$ cat src/rtl/lc3b_types_pkg.sv
// Shared LC-3b pipeline types: machine word, fetch FSM states and the IF/ID
// stage-register payload.
package lc3b_types;

    typedef logic [15:0] lc3b_word;

    typedef enum logic [1:0] {
        FETCH   = 2'd0,
        HOLD    = 2'd1,
        DISCARD = 2'd2
    } lc3b_fetch_state;

    typedef struct packed {
        logic     valid;
        lc3b_word ir;
        lc3b_word pc;
    } lc3b_if_id;

    localparam lc3b_word PC_STEP = 16'd2;

    // Sequential PC; wraps modulo 2^16 (16'hFFFE -> 16'h0000).
    function automatic lc3b_word pc_next(input lc3b_word pc);
        return pc + PC_STEP;
    endfunction

endpackage

$ cat src/rtl/lc3b_fetch_stage_if_id_register.sv
// Flush/stall/load pipeline register between two stages. A flush clears only
// the valid bit; a cycle with neither stall nor load also empties the slot.
module if_id_register
    import lc3b_types::*;
(
    input  logic      clk,
    input  logic      rst_n,
    input  logic      flush,
    input  logic      stall,
    input  logic      load,
    input  lc3b_if_id d,
    output lc3b_if_id q
);

    always_ff @(posedge clk or negedge rst_n) begin
        if (!rst_n) begin
            q <= '0;
        end else if (flush) begin
            q.valid <= 1'b0;
        end else if (stall) begin
            q <= q;
        end else if (load) begin
            q <= d;
        end else begin
            q.valid <= 1'b0;
        end
    end

endmodule

$ cat src/rtl/lc3b_fetch_stage.sv
// LC-3b instruction-fetch stage: owns the PC, runs the imem read/resp
// handshake and feeds the IF/ID register, honouring stalls and redirects.
module lc3b_fetch_stage
    import lc3b_types::*;
#(
    parameter lc3b_word RESET_PC = 16'h0000
)
(
    input  logic        clk,
    input  logic        rst_n,
    output logic [15:0] imem_address,
    output logic        imem_read,
    input  logic        imem_resp,
    input  logic [15:0] imem_rdata,
    input  logic        stall_in,
    input  logic        redirect_valid,
    input  logic [15:0] redirect_pc,
    output logic        if_id_valid,
    output logic [15:0] if_id_ir,
    output logic [15:0] if_id_pc
);

    lc3b_fetch_state state, state_d;
    lc3b_word        pc, pc_d;
    lc3b_word        hold_ir, hold_ir_d;
    lc3b_word        pending_pc, pending_pc_d;
    logic            load;
    logic            if_id_free;
    logic            if_id_stall;
    lc3b_if_id       if_id_d, if_id_q;

    assign if_id_free = !if_id_q.valid || !stall_in;

    // An empty slot never needs holding, so a stall only freezes live contents;
    // otherwise a word accepted while the slot is empty would be lost.
    assign if_id_stall = stall_in && if_id_q.valid;

    always_ff @(posedge clk or negedge rst_n) begin
        if (!rst_n) begin
            state      <= FETCH;
            pc         <= RESET_PC;
            hold_ir    <= '0;
            pending_pc <= '0;
        end else begin
            state      <= state_d;
            pc         <= pc_d;
            hold_ir    <= hold_ir_d;
            pending_pc <= pending_pc_d;
        end
    end

    always_comb begin
        state_d       = state;
        pc_d          = pc;
        hold_ir_d     = hold_ir;
        pending_pc_d  = pending_pc;
        load          = 1'b0;
        if_id_d.valid = 1'b1;
        if_id_d.ir    = imem_rdata;
        if_id_d.pc    = pc_next(pc);
        case (state)
            FETCH: begin
                if (imem_resp) begin
                    if (redirect_valid) begin
                        pc_d = redirect_pc;
                    end else if (if_id_free) begin
                        load = 1'b1;
                        pc_d = pc_next(pc);
                    end else begin
                        hold_ir_d = imem_rdata;
                        state_d   = HOLD;
                    end
                end else if (redirect_valid) begin
                    // Address must stay put until the outstanding read returns.
                    pending_pc_d = redirect_pc;
                    state_d      = DISCARD;
                end
            end
            HOLD: begin
                if (redirect_valid) begin
                    pc_d    = redirect_pc;
                    state_d = FETCH;
                end else if (!stall_in) begin
                    load       = 1'b1;
                    if_id_d.ir = hold_ir;
                    pc_d       = pc_next(pc);
                    state_d    = FETCH;
                end
            end
            DISCARD: begin
                if (redirect_valid) begin
                    pending_pc_d = redirect_pc;
                end
                if (imem_resp) begin
                    pc_d    = redirect_valid ? redirect_pc : pending_pc;
                    state_d = FETCH;
                end
            end
            default: begin
                state_d = FETCH;
            end
        endcase
    end

    always_comb begin
        imem_read    = rst_n && (state != HOLD);
        imem_address = pc;
    end

    if_id_register u_if_id (
        .clk   (clk),
        .rst_n (rst_n),
        .flush (redirect_valid),
        .stall (if_id_stall),
        .load  (load),
        .d     (if_id_d),
        .q     (if_id_q)
    );

    assign if_id_valid = if_id_q.valid;
    assign if_id_ir    = if_id_q.ir;
    assign if_id_pc    = if_id_q.pc;

endmodule

$ cat config.mk
export PLATFORM = sky130hd
export DESIGN_NAME = lc3b_fetch_stage
export DESIGN_NICKNAME = d
export VERILOG_FILES = /design/src/rtl/lc3b_types_pkg.sv /design/src/rtl/lc3b_fetch_stage_if_id_register.sv /design/src/rtl/lc3b_fetch_stage.sv
export SDC_FILE = /design/constraint.sdc
export NUM_CORES = 1
export LEC_CHECK = 0
export BUFFER_PORTS_ARGS = -buffer_cell sky130_fd_sc_hd__buf_2
export CORE_UTILIZATION = 49
export CTS_BUF_LIST = sky130_fd_sc_hd__clkbuf_16
export DETAILED_ROUTE_END_ITERATION = 8
export GPL_TIMING_DRIVEN = 0
export PLACE_DENSITY_LB_ADDON = 0.25
export SLEW_MARGIN = 20
export SYNTH_ARGS = -nofsm -noshare
export SYNTH_HDL_FRONTEND = slang
export SYNTH_SLANG_ARGS = --single-unit
$ cat constraint.sdc
create_clock -name clk -period 1.88 [get_ports clk]
set_input_delay 0.282 -clock clk [delete_from_list [all_inputs] [get_ports clk]]
set_output_delay 0.282 -clock clk [all_outputs]
set_load 0.03 [all_outputs]
==> Yosys cells after proc, flatten, opt, wreduce, memory -nomap -nowiden <==
Cells that the tools add are included.
{ "op_classes": {"n_shift": 0, "n_mux": 30, "n_addsub": 1, "div_mod_pow": 0, "reduce_logical": 13, "magnitude_cmp": 0, "multipliers": 0, "bitwise": 3, "eq_ne": 12} }
{ "ops": {"columns": ["cell", "n"], "rows": [
  ["$mux W16", 10],
  ["$pmux W16 S3", 1],
  ["$mux W33", 1],
  ["$mux W32", 1],
  ["$pmux W16 S2", 1],
  ["$add A16 B2 Y16 const B", 1],
  ["$ne A3 B3 Y1 const B", 5],
  ["$mux W2", 7],
  ["$reduce_and A5 Y1", 2],
  ["$ne A2 B2 Y1 const B", 4],
  ["$mux W1", 7],
  ["$pmux W2 S3", 1],
  ["$reduce_and A4 Y1", 1],
  ["$not A1 Y1", 3],
  ["$reduce_and A3 Y1", 1],
  ["$reduce_bool A3 Y1", 1],
  ["$eq A2 B1 Y1 const B", 1],
  ["$eq A2 B2 Y1 const B", 1],
  ["$logic_and A1 B1 Y1", 2],
  ["$logic_not A1 Y1", 2],
  ["$logic_not A2 Y1", 1],
  ["$ne A2 B1 Y1 const B", 1],
  ["$pmux W1 S2", 1],
  ["$reduce_and A2 Y1", 1],
  ["other kinds (2)", 2]
]} }
{ "word_totals": {"romBits": 0, "n_memories": 0, "ram_bits": 0, "input_bits": 37, "latch_bits": 0, "out_inout_bits": 50, "regBits": 83} }

==> Longest topological paths before layout <==
Gate-level depths: netlist of the first run.
{ "depth": {"ltp_word": 9, "ltp_mapped": 7, "ltp_nobuf": 5} }

==> Cells and area by module <==
Synthesis of the first run repeated with hierarchy kept, for this count alone.
{ "unflattened": {"cells_unflattened": 336, "area_unflattened_um2": 4202.8} }
{ "by_module_without_submodules": {"columns": ["module", "seq_area_each_um2", "cells_each", "instances", "area_per_inst_um2"], "rows": [
  ["lc3b_fetch_stage", 1251.2, 264, 1, 2947.8],
  ["if_id_register", 825.8, 72, 1, 1255.0]
]} }

==> Least setup slack after synthesis of the first run <==
OpenSTA, ideal clock, no wires.
{ "synth_timing": {"kind": "reg2reg", "from": "register pc[1] (netlist: imem_address[1])", "to": "register pc[13] (netlist: imem_address[13])", "path_stages_with_launch": 7, "period_less_slack_ps": 2041, "path_slack_ps": -161, "setup_time_ps": 83, "required_ps": 1797, "arrival_ps": 1958, "path_cell_list": "dfrtp_1 -> ha_1 -> clkbuf_2 -> inv_1 -> or4_4 -> o311a_1 -> o22ai_1"} }
{ "synth_via": {"elab_chain_cells": 5} }
{ "synth_lines": {"columns": ["element", "line_no", "rtl"], "rows": [
  ["start, declared", "lc3b_fetch_stage.sv:24", "lc3b_word pc, pc_d;"],
  ["start signal, assigned", "lc3b_fetch_stage.sv:46", "pc <= pc_d;"],
  ["$add A16 B2 Y16 *", "lc3b_types_pkg.sv:23", "return pc + PC_STEP;"],
  ["$mux W16", "lc3b_fetch_stage.sv:66", "end else if (if_id_free) begin"],
  ["$mux W16", "lc3b_fetch_stage.sv:64", "if (redirect_valid) begin"],
  ["$mux W16", "lc3b_fetch_stage.sv:63", "if (imem_resp) begin"],
  ["$pmux W16 S3 *", "lc3b_fetch_stage.sv:61", "case (state)"]
]} }
Every way passes the cells marked *; elsewhere a longest branch is shown, timed or not. The select of a mux whose other input is x is not followed.
A chain may end at the register's enable or synchronous reset.

==> Worst setup path in the final report of the first run <==
{ "layout_timing": {"from": "register state[0]", "to": "register pc[10] (netlist: imem_address[10])"} }
{ "layout_via": {"elab_chain_cells": 3} }
{ "layout_lines": {"columns": ["element", "line_no", "rtl"], "rows": [
  ["start, declared", "lc3b_fetch_stage.sv:23", "lc3b_fetch_state state, state_d;"],
  ["start signal, assigned", "lc3b_fetch_stage.sv:45", "state <= state_d;"],
  ["$eq A2 B1 Y1, or another cell as far along", "lc3b_fetch_stage.sv:61", null],
  ["$ne A3 B3 Y1 (no source line), or another cell as far along", null, null],
  ["$reduce_and A5 Y1 (no source line)", null, null]
]} }
Parallel ways exist; a longest one is shown, timed or not.

==> results of run 1 <==
==> final timing paths <==
kind	cells past startpoint	slack (ns)	startpoint	end
min in group asynchronous	3	0.50	rst_n	hold_ir[9]$_DFFE_PN0P_
min	2	0.19	imem_rdata[2]	hold_ir[2]$_DFFE_PN0P_
max reg2reg	6	0.07	state[0]$_DFFE_PN0P_	imem_address[10]$_DFFE_PN0P_
max	6	0.07	state[0]$_DFFE_PN0P_	imem_address[10]$_DFFE_PN0P_
max in group asynchronous	3	1.10	rst_n	imem_address[1]$_DFFE_PN0P_
min reg2reg	2	0.48	u_if_id.q[8]$_DFFE_PN0P_	u_if_id.q[8]$_DFFE_PN0P_
==> cells by family (layout without fill, tap and decap cells) <==
group                      count (synthesis)  in the layout  synth area share
and+or+nand+nor                          102            102             0.122
AOI/OAI and AO/OA                         90             90             0.148
DFF                                       83             83             0.521
muxes                                     52             52             0.141
buffers and inverters                     32            137            0.0380
xor gates and xnor gates                  12             12            0.0263
adders and majority gates                  1              1           0.00314
==> registers in the layout (all words and copies together) (netlist names) <==
signal / cells
state: 2
imem_address: 16
hold_ir: 16
pending_pc: 16
u_if_id.q: 33
==> what timing repair did <==
| action | CTS | global route |
|---|---|---|
| hold buffers | 2 | 0 |
| gates resized for setup | 4 | 11 |
| pin swaps | 0 | 3 |
| setup buffers | 1 | 2 |
| setup endpoints to repair | 11 | 53 |
| hold endpoints to repair | 30 | 0 |
==> routing by layer <==
metal  GRT usage  share of wire
met5           0              0
met4      0.0690          0.011
met3      0.0506          0.060
met2       0.382           0.47
met1       0.350           0.46
==> synthesized netlist by cell type (2+ instances only) <==
cell and number:
a211o_1 7, a211oi_1 2, a21boi_0 3, a21oi_1 8, a22o_1 5, a31oi_1 6, and2_1 3, and3_1 2
buf_2 9, buf_4 3, clkbuf_1 13, dfrtp_1 83, inv_1 5, mux2_2 35, mux2i_1 17, nand2_1 51
nand2b_1 3, nand3_1 12, nand4_1 4, nor2_1 10, nor2b_1 2, nor3_1 3, nor4_1 3, o211ai_1 3
o21ai_0 36, o22ai_1 2, o2bb2ai_1 2, o311ai_0 4, o31ai_1 3, or3_1 2, xnor2_1 5, xor2_1 7
==> critical path: cells and delay by family (launching register included) <==
family	cells	cell delay, ns
AOI/OAI and AO/OA	3	0.49
buffers and inverters	2	0.60
DFF	1	0.44
and+or+nand+nor	1	0.19
==> power by group through the flow <==
stage / clock network [mW] / registers (mW) / logic, mW
6_report: 1.80 / 2.45 / 1.61
5_1_grt: 1.89 / 2.50 / 1.74
4_1_cts: 1.81 / 2.44 / 1.61
3_5_place_dp: 0 / 2.47 / 1.58
3_3_place_gp: 0 / 2.45 / 1.55
2_1_floorplan: 0 / 2.89 / 0.617
==> final cells by class <==
| cell class | instances | area [um^2] | area share |
|---|---|---|---|
| clock buffer | 9 | 225 | 0.0453 |
| clock inverter | 7 | 75.1 | 0.0151 |
| inverter | 5 | 18.8 | 0.00378 |
| buffer | 24 | 138 | 0.0277 |
| timing repair buffer | 92 | 513 | 0.103 |
| tap | 102 | 128 | 0.0257 |
| sequential | 83 | 2080 | 0.419 |
| multi-input combinational | 257 | 1790 | 0.360 |
==> metrics by stage <==
stage	setup slack [ns]	utilization	instances	instance area, um^2
after floorplan	0.00435	-	372	4010
after CTS	0.00671	0.634	580	4950
after detailed placement	-0.185	0.589	561	4600
final	0.0720	0.636	579	4970
after global placement	-0.634	0.586	560	4570
after global routing	-0.0644	0.636	579	4970
==> flow_summary.toml, run 1 <==
[timing]
slew-limit-headroom = 0.552
fin_skew_ns = 0.00681
timing.hold.ws_ns = 0.189
fin_setup_tns_ns = 0
finalCriticalPeriod_ns = 1.81
hold_viol = 0
slew_viol_final = 0
period_share = 0.962
setup_viol = 0
rsz0062_at_grt = "true"
fmax_ghz = 0.553
worst_slew_pin_slew_ns = 0.665

[logic_synthesis]
syn_area_um2 = 3990
synth_area_leaders = "dfrtp_1 52%, mux2_2 9.9%, nand2_1 4.8%"
synthArstFlopShare = 1.00
synth_top_area_cell = "dfrtp_1"
synth_cells = 372
synth_ff_type = "dfrtp_1"
ys_ff_latch = 83
synth_edf_count = 0
seq_area_frac_synth = 0.521
ys_warn_count = 0
postSynthNetCount = 410
synth.distinct_cells = 51
yosysTopAreaCellShare = 0.521
avgSynthCellArea_um2 = 10.7

[cts]
clkSinkCount = 83
numCtsBuffers = 9
clk_root_buffer_cell = "clkbuf_16"
cts_tree = "built"
cts.path.max_buffers = 2
cts.htree.levels = 3
clk_pin_slew_worst_paths_ns = 0.07
clk_latency_ns = 0.34

[floorplan]
std_cell_rows = 32
initial_core_util = 0.511
die_area_um2 = 8510
ioPinCount = 87
die_h_um = 92.2
die_x_um = 92.2
placeableCoreArea_um2 = 7810

[global_route]
antenna_found_initial = 0
grtUsageTotal = 0.246
overflow = 0
grt_max_degree = 54
grt_pass1_wl_mm = 16.2
grt_pass1_vias = 3180

[routing]
dr.pass1.iters = 4
finalWirelength_mm = 9.70
via_per_inst = 5.63
drt_iter0_drc = 190
wire_per_inst_um = 16.8
num_vias = 3262
drtAntennaViolNets = 0
remaining_drc_errors = 0

[finish]
finalNetCount = 510
syn_to_final_growth_pct = 24.5
final_common_cell = "buf_2"
drive_gt1_frac = 0.350
num_antenna_cells = 0
mostFrequentLayoutCells = "89 x buf_2, 79 x dfrtp_1, 51 x nand2_1"
n_fill_cell = 663

[power]
switching_share = 0.351
p_leak_nw = 2.28
total_power_mw = 5.86
p_int_mw = 3.80
sequentialPowerShare = 0.418
cellPowerDensity_nw_per_um2 = 1180
clockPowerShare = 0.307
peakVddDrop_v = 0.000566
combPwrFrac = 0.275
power_switching_mw = 2.06

[placed_design]
dp_hpwl_mm = 6.85
place.port_buffers = 86
gp_routability_congestion = 0.893

[critical_path]
start_kind = "flop"
required_ns = 2.13
cp.arrival_ns = 2.06
end_kind = "flop"
slowest_stage = "dfrtp_1"
worstSetupPathType = "flop to flop"
critical-path-max-stage-delay_ns = 0.44
worstPathCellList = "clkbuf_4 > nor2b_1 > clkbuf_1 > a31oi_1 > o31a_1 > o22ai_1"
crit_path_max_fanout = 10

[job]
cap_violations = 0

[status]
status = "completed"

[min_path]
hp-class = "input port to flop"
No activity file was read; power rests on OpenSTA's default activity.
==> run 2: changes to the inputs <==
Settings changed: CAP_MARGIN set to 30, CORE_ASPECT_RATIO set to 0.75, TNS_END_PERCENT set to 20.
==> flow_summary.toml, run 2 (synthesis gave the netlist of run 1 again) <==
[timing]
setup_viol = 2
fin_setup_tns_ns = -0.0304
slew-limit-headroom = 0.572
slew_viol_final = 0
worst_slew_pin_slew_ns = 0.636
fin_skew_ns = 0.00733
period_share = 1.02
hold_viol = 53
finalCriticalPeriod_ns = 1.91
setup_slack_ns = -0.0304
fmax_ghz = 0.523
rsz0062_at_grt = "true"
timing.hold.ws_ns = -0.0517

[finish]
largest_reg_flops = 33
largest-register = "u_if_id.q"
syn_to_final_growth_pct = 24.6
final_core_util = 0.631
drive_gt1_frac = 0.357
finalNetCount = 510
num_antenna_cells = 0
fin_cells = 581
final_common_cell = "buf_2"
mostFrequentLayoutCells = "93 x buf_2, 80 x dfrtp_1, 51 x nand2_1"

[global_route]
antenna_found_initial = 0
grt_pass1_vias = 3107
grt_max_degree = 55
grt_pass1_wl_mm = 15.9
grtUsageTotal = 0.249
overflow = 0

[cts]
hold_buffers = 2
numCtsBuffers = 9
cts.htree.levels = 3
clk_root_buffer_cell = "clkbuf_16"
clk_latency_ns = 0.33
clk_pin_slew_worst_paths_ns = 0.06
cts.path.max_buffers = 2
cts_tree = "built"
clkSinkCount = 83

[critical_path]
worstSetupPathType = "flop to flop"
cp.arrival_ns = 2.14
start_kind = "flop"
end_kind = "flop"
crit_path_max_fanout = 10
required_ns = 2.11

[floorplan]
die_x_um = 106
die_h_um = 80.1
initial_core_util = 0.506
ioPinCount = 87
placeableCoreArea_um2 = 7880
die_area_um2 = 8510
std_cell_rows = 28

[routing]
drt_iter0_drc = 178
drtAntennaViolNets = 0
remaining_drc_errors = 0
num_vias = 3342
via_per_inst = 5.75
dr.pass1.iters = 4
wire_per_inst_um = 17.4
finalWirelength_mm = 10.1

[placed_design]
gp_routability_congestion = 0.916
dp_hpwl_mm = 7.19
place.port_buffers = 86
post-place-cells = 564

[status]
violations = "negative hold slack, negative setup slack"
status = "finished with violations"

[power]
p_leak_nw = 2.29
total_power_mw = 5.80
cellPowerDensity_nw_per_um2 = 1170
peakVddDrop_v = 0.000710

[job]
cap_violations = 0

[min_path]
hp-class = "input port to asynchronous set/reset pin"
[run 2: changes by cell type in the layout (fill, tap and decap cells not counted), sizes merged]
cell	previous run	this run
clkbuf	21	22
clkinv	1	2
inv	8	6
dlygate4sd3	1	0
[run 2: final timing paths]
path | from | end | slack, ns | cells past startpoint
worst max-delay path | state[0]$_DFFE_PN0P_ | imem_address[1]$_DFFE_PN0P_ | -0.03 | 4
worst min-delay path | rst_n | u_if_id.q[5]$_DFFE_PN0P_ | -0.05 | 2
worst max register to register | state[0]$_DFFE_PN0P_ | imem_address[1]$_DFFE_PN0P_ | -0.03 | 4
worst min register to register | u_if_id.q[14]$_DFFE_PN0P_ | u_if_id.q[14]$_DFFE_PN0P_ | 0.48 | 2
max in group asynchronous | rst_n | imem_address[2]$_DFFE_PN0P_ | 1.67 | 2
min in group clk | imem_resp | state[1]$_DFFE_PN0P_ | 0.19 | 2
[run 2: worst max-delay path: stages, from the launching register on]
cell and delay (ns):
dfrtp_1 0.43, clkbuf_4 0.21, a21oi_1 0.53, nand2_1 0.35, o21ai_0 0.28
[run 2: where the power goes]
group	leakage [nW]	switching (mW)	internal, mW	total [mW]
Clock	0.136	0.718	1.02	1.74
Sequential	1.02	0.270	2.17	2.44
Combinational	1.13	1.03	0.588	1.62
[run 2: final cells by class]
class / count / area (um^2)
fillers: 677 / 2910
flip-flops and latches: 83 / 2080
multi-input cells: 257 / 1790
repair buffers: 91 / 515
clock buffers: 9 / 225
plain buffers: 25 / 145
well taps: 105 / 131
clock inverters: 6 / 66.3
inverters: 5 / 18.8
[run 2: metrics by stage]
stage	hold WS [ns]	setup WS (ns)	instance area [um^2]
after global placement	0.459	-0.614	4580
after detailed placement	0.253	-0.304	4610
final	-0.0517	-0.0304	4970
after floorplan	-0.0136	0.00435	4010
after CTS	-0.0371	0.0274	4950
after global routing	-0.0310	-0.0769	4970
[run 2: what timing repair did]
| action | CTS | global route |
|---|---|---|
| cloned | 0 | 0 |
| endpoints found under the hold margin | 30 | 50 |
| buffers inserted | 2 | 0 |
| setup endpoints to repair | 13 | 36 |
| pin swaps | 2 | 0 |
| resized for setup | 1 | 15 |
[run 2: metal layers]
metal / GRT usage / share of wire / vias up
met5: 0 / 0 / -
met3: 0.0601 / 0.086 / 8
li1: - / - / 1545
met1: 0.353 / 0.45 / 1663
met2: 0.377 / 0.45 / 126
met4: 0.0736 / 0.0075 / 0
==> run 3: changes to the inputs <==
Settings changed: CORE_UTILIZATION 49 to 58.
Clock period 1.88 ns to 2.35 ns, I/O delays scaled along.
==> flow_summary.toml, run 3 (synthesis gave the netlist of run 1 again) <==
[status]
status = "finished with violations"
violations = "design-rule violations, negative hold slack"

[floorplan]
die_h_um = 73.8
die_x_um = 97.8
placeableCoreArea_um2 = 6470
std_cell_rows = 25
initial_core_util = 0.616
ioPinCount = 87
die_area_um2 = 7220

[timing]
timing.hold.ws_ns = -0.00109
slew_viol_final = 0
setup_slack_ns = 0.188
rsz0062_at_grt = "false"
hold_viol = 2
setup_viol = 0
finalCriticalPeriod_ns = 2.16
fmax_ghz = 0.462
worst_slew_pin_slew_ns = 0.746
slew-limit-headroom = 0.502
period_share = 0.920
fin_skew_ns = 0.00530

[job]
cap_violations = 0

[cts]
ctsResizeCount = 0
cts.htree.levels = 3
numCtsBuffers = 9
clk_root_buffer_cell = "clkbuf_16"
clk_latency_ns = 0.33
clkSinkCount = 83
cts.path.max_buffers = 2
clk_pin_slew_worst_paths_ns = 0.06
cts_setup_buffers = 0
hold_buffers = 0
cts_tree = "built"

[power]
p_leak_nw = 2.25
peakVddDrop_v = 0.000519
cellPowerDensity_nw_per_um2 = 946

[placed_design]
place_ws_ns = 0.107
dp_hpwl_mm = 6.96
post-place-cells = 540
gp_routability_congestion = 0.905
placed_area_um2 = 4540
place.port_buffers = 86

[finish]
largest-register = "u_if_id.q"
largest_reg_flops = 33
final_common_cell = "buf_2"
fin_cells = 555
syn_to_final_growth_pct = 21.0
finalNetCount = 508
num_antenna_cells = 0
final_core_util = 0.746
mostFrequentLayoutCells = "94 x buf_2, 83 x dfrtp_1, 51 x nand2_1"
drive_gt1_frac = 0.325
final_area_um2 = 4830

[routing]
drtAntennaViolNets = 0
remaining_drc_errors = 16
via_per_inst = 5.97
finalWirelength_mm = 9.70
dr.pass1.iters = 7
num_vias = 3313
wire_per_inst_um = 17.5
drt_iter0_drc = 305

[global_route]
grtUsageTotal = 0.292
grt_max_degree = 45
grt_pass1_wl_mm = 16.0
grt_pass1_vias = 3195
overflow = 0
antenna_found_initial = 0

[critical_path]
cp.arrival_ns = 2.38
worstSetupPathType = "flop to flop"
crit_path_max_fanout = 10
end_kind = "flop"
start_kind = "flop"
required_ns = 2.56

[min_path]
hp-class = "input port to asynchronous set/reset pin"
-- run 3: changes by cell type in the layout (fill, tap and decap cells not counted), sizes merged --
cell	before	now
buf	103	100
clkbuf	22	23
clkinv	2	3
clkinvlp	2	1
-- run 3: path summary, 6_finish.rpt --
kind	start	endpoint	slack, ns	cells after the start
min in group clk	imem_resp	state[1]$_DFFE_PN0P_	0.24	2
max in group asynchronous	rst_n	imem_address[9]$_DFFE_PN0P_	1.73	2
worst min register to register	u_if_id.q[3]$_DFFE_PN0P_	u_if_id.q[3]$_DFFE_PN0P_	0.47	2
worst max-delay path	state[0]$_DFFE_PN0P_	pending_pc[6]$_DFFE_PN0P_	0.19	4
worst max register to register	state[0]$_DFFE_PN0P_	pending_pc[6]$_DFFE_PN0P_	0.19	4
worst min-delay path	rst_n	u_if_id.q[12]$_DFFE_PN0P_	-0.001	1
-- run 3: worst max-delay path, cell delays in order, from the launching register on --
cell      delay (ns)
dfrtp_1         0.43
buf_2           0.20
a211oi_2        0.65
buf_2           0.39
mux2_2          0.37
-- run 3: power by group --
| part | switching [mW] | total, mW | leakage [nW] | internal [mW] |
|---|---|---|---|---|
| sequential | 0.221 | 1.96 | 1.02 | 1.74 |
| clock | 0.543 | 1.35 | 0.140 | 0.809 |
| combinational | 0.812 | 1.26 | 1.09 | 0.444 |
| total | 1.58 | 4.56 | 2.25 | 2.99 |
-- run 3: layout make-up --
| type | instances | area (um^2) |
|---|---|---|
| Buffer | 27 | 133 |
| Clock buffer | 9 | 225 |
| Clock inverter | 6 | 58.8 |
| Fill cell | 465 | 1650 |
| Inverter | 5 | 18.8 |
| Multi-Input combinational cell | 257 | 1760 |
| Sequential cell | 83 | 2080 |
| Tap cell | 81 | 101 |
| Timing Repair Buffer | 87 | 453 |
-- run 3: metrics by stage --
step	power, mW	TNS (ns)
2_1_floorplan	2.79	0
3_3_place_gp	3.17	-0.258
3_5_place_dp	3.23	0
4_1_cts	4.58	0
5_1_grt	4.78	0
6_report	4.56	0
-- run 3: routing by layer --
layer,part of all wire,vias up,wire (um),GRT usage
met2,0.46,164,4420,0.461
met1,0.44,1597,4260,0.397
met3,0.091,19,884,0.0856
li1,-,1533,-,-
met5,0,-,0,0
met4,0.015,0,141,0.0808
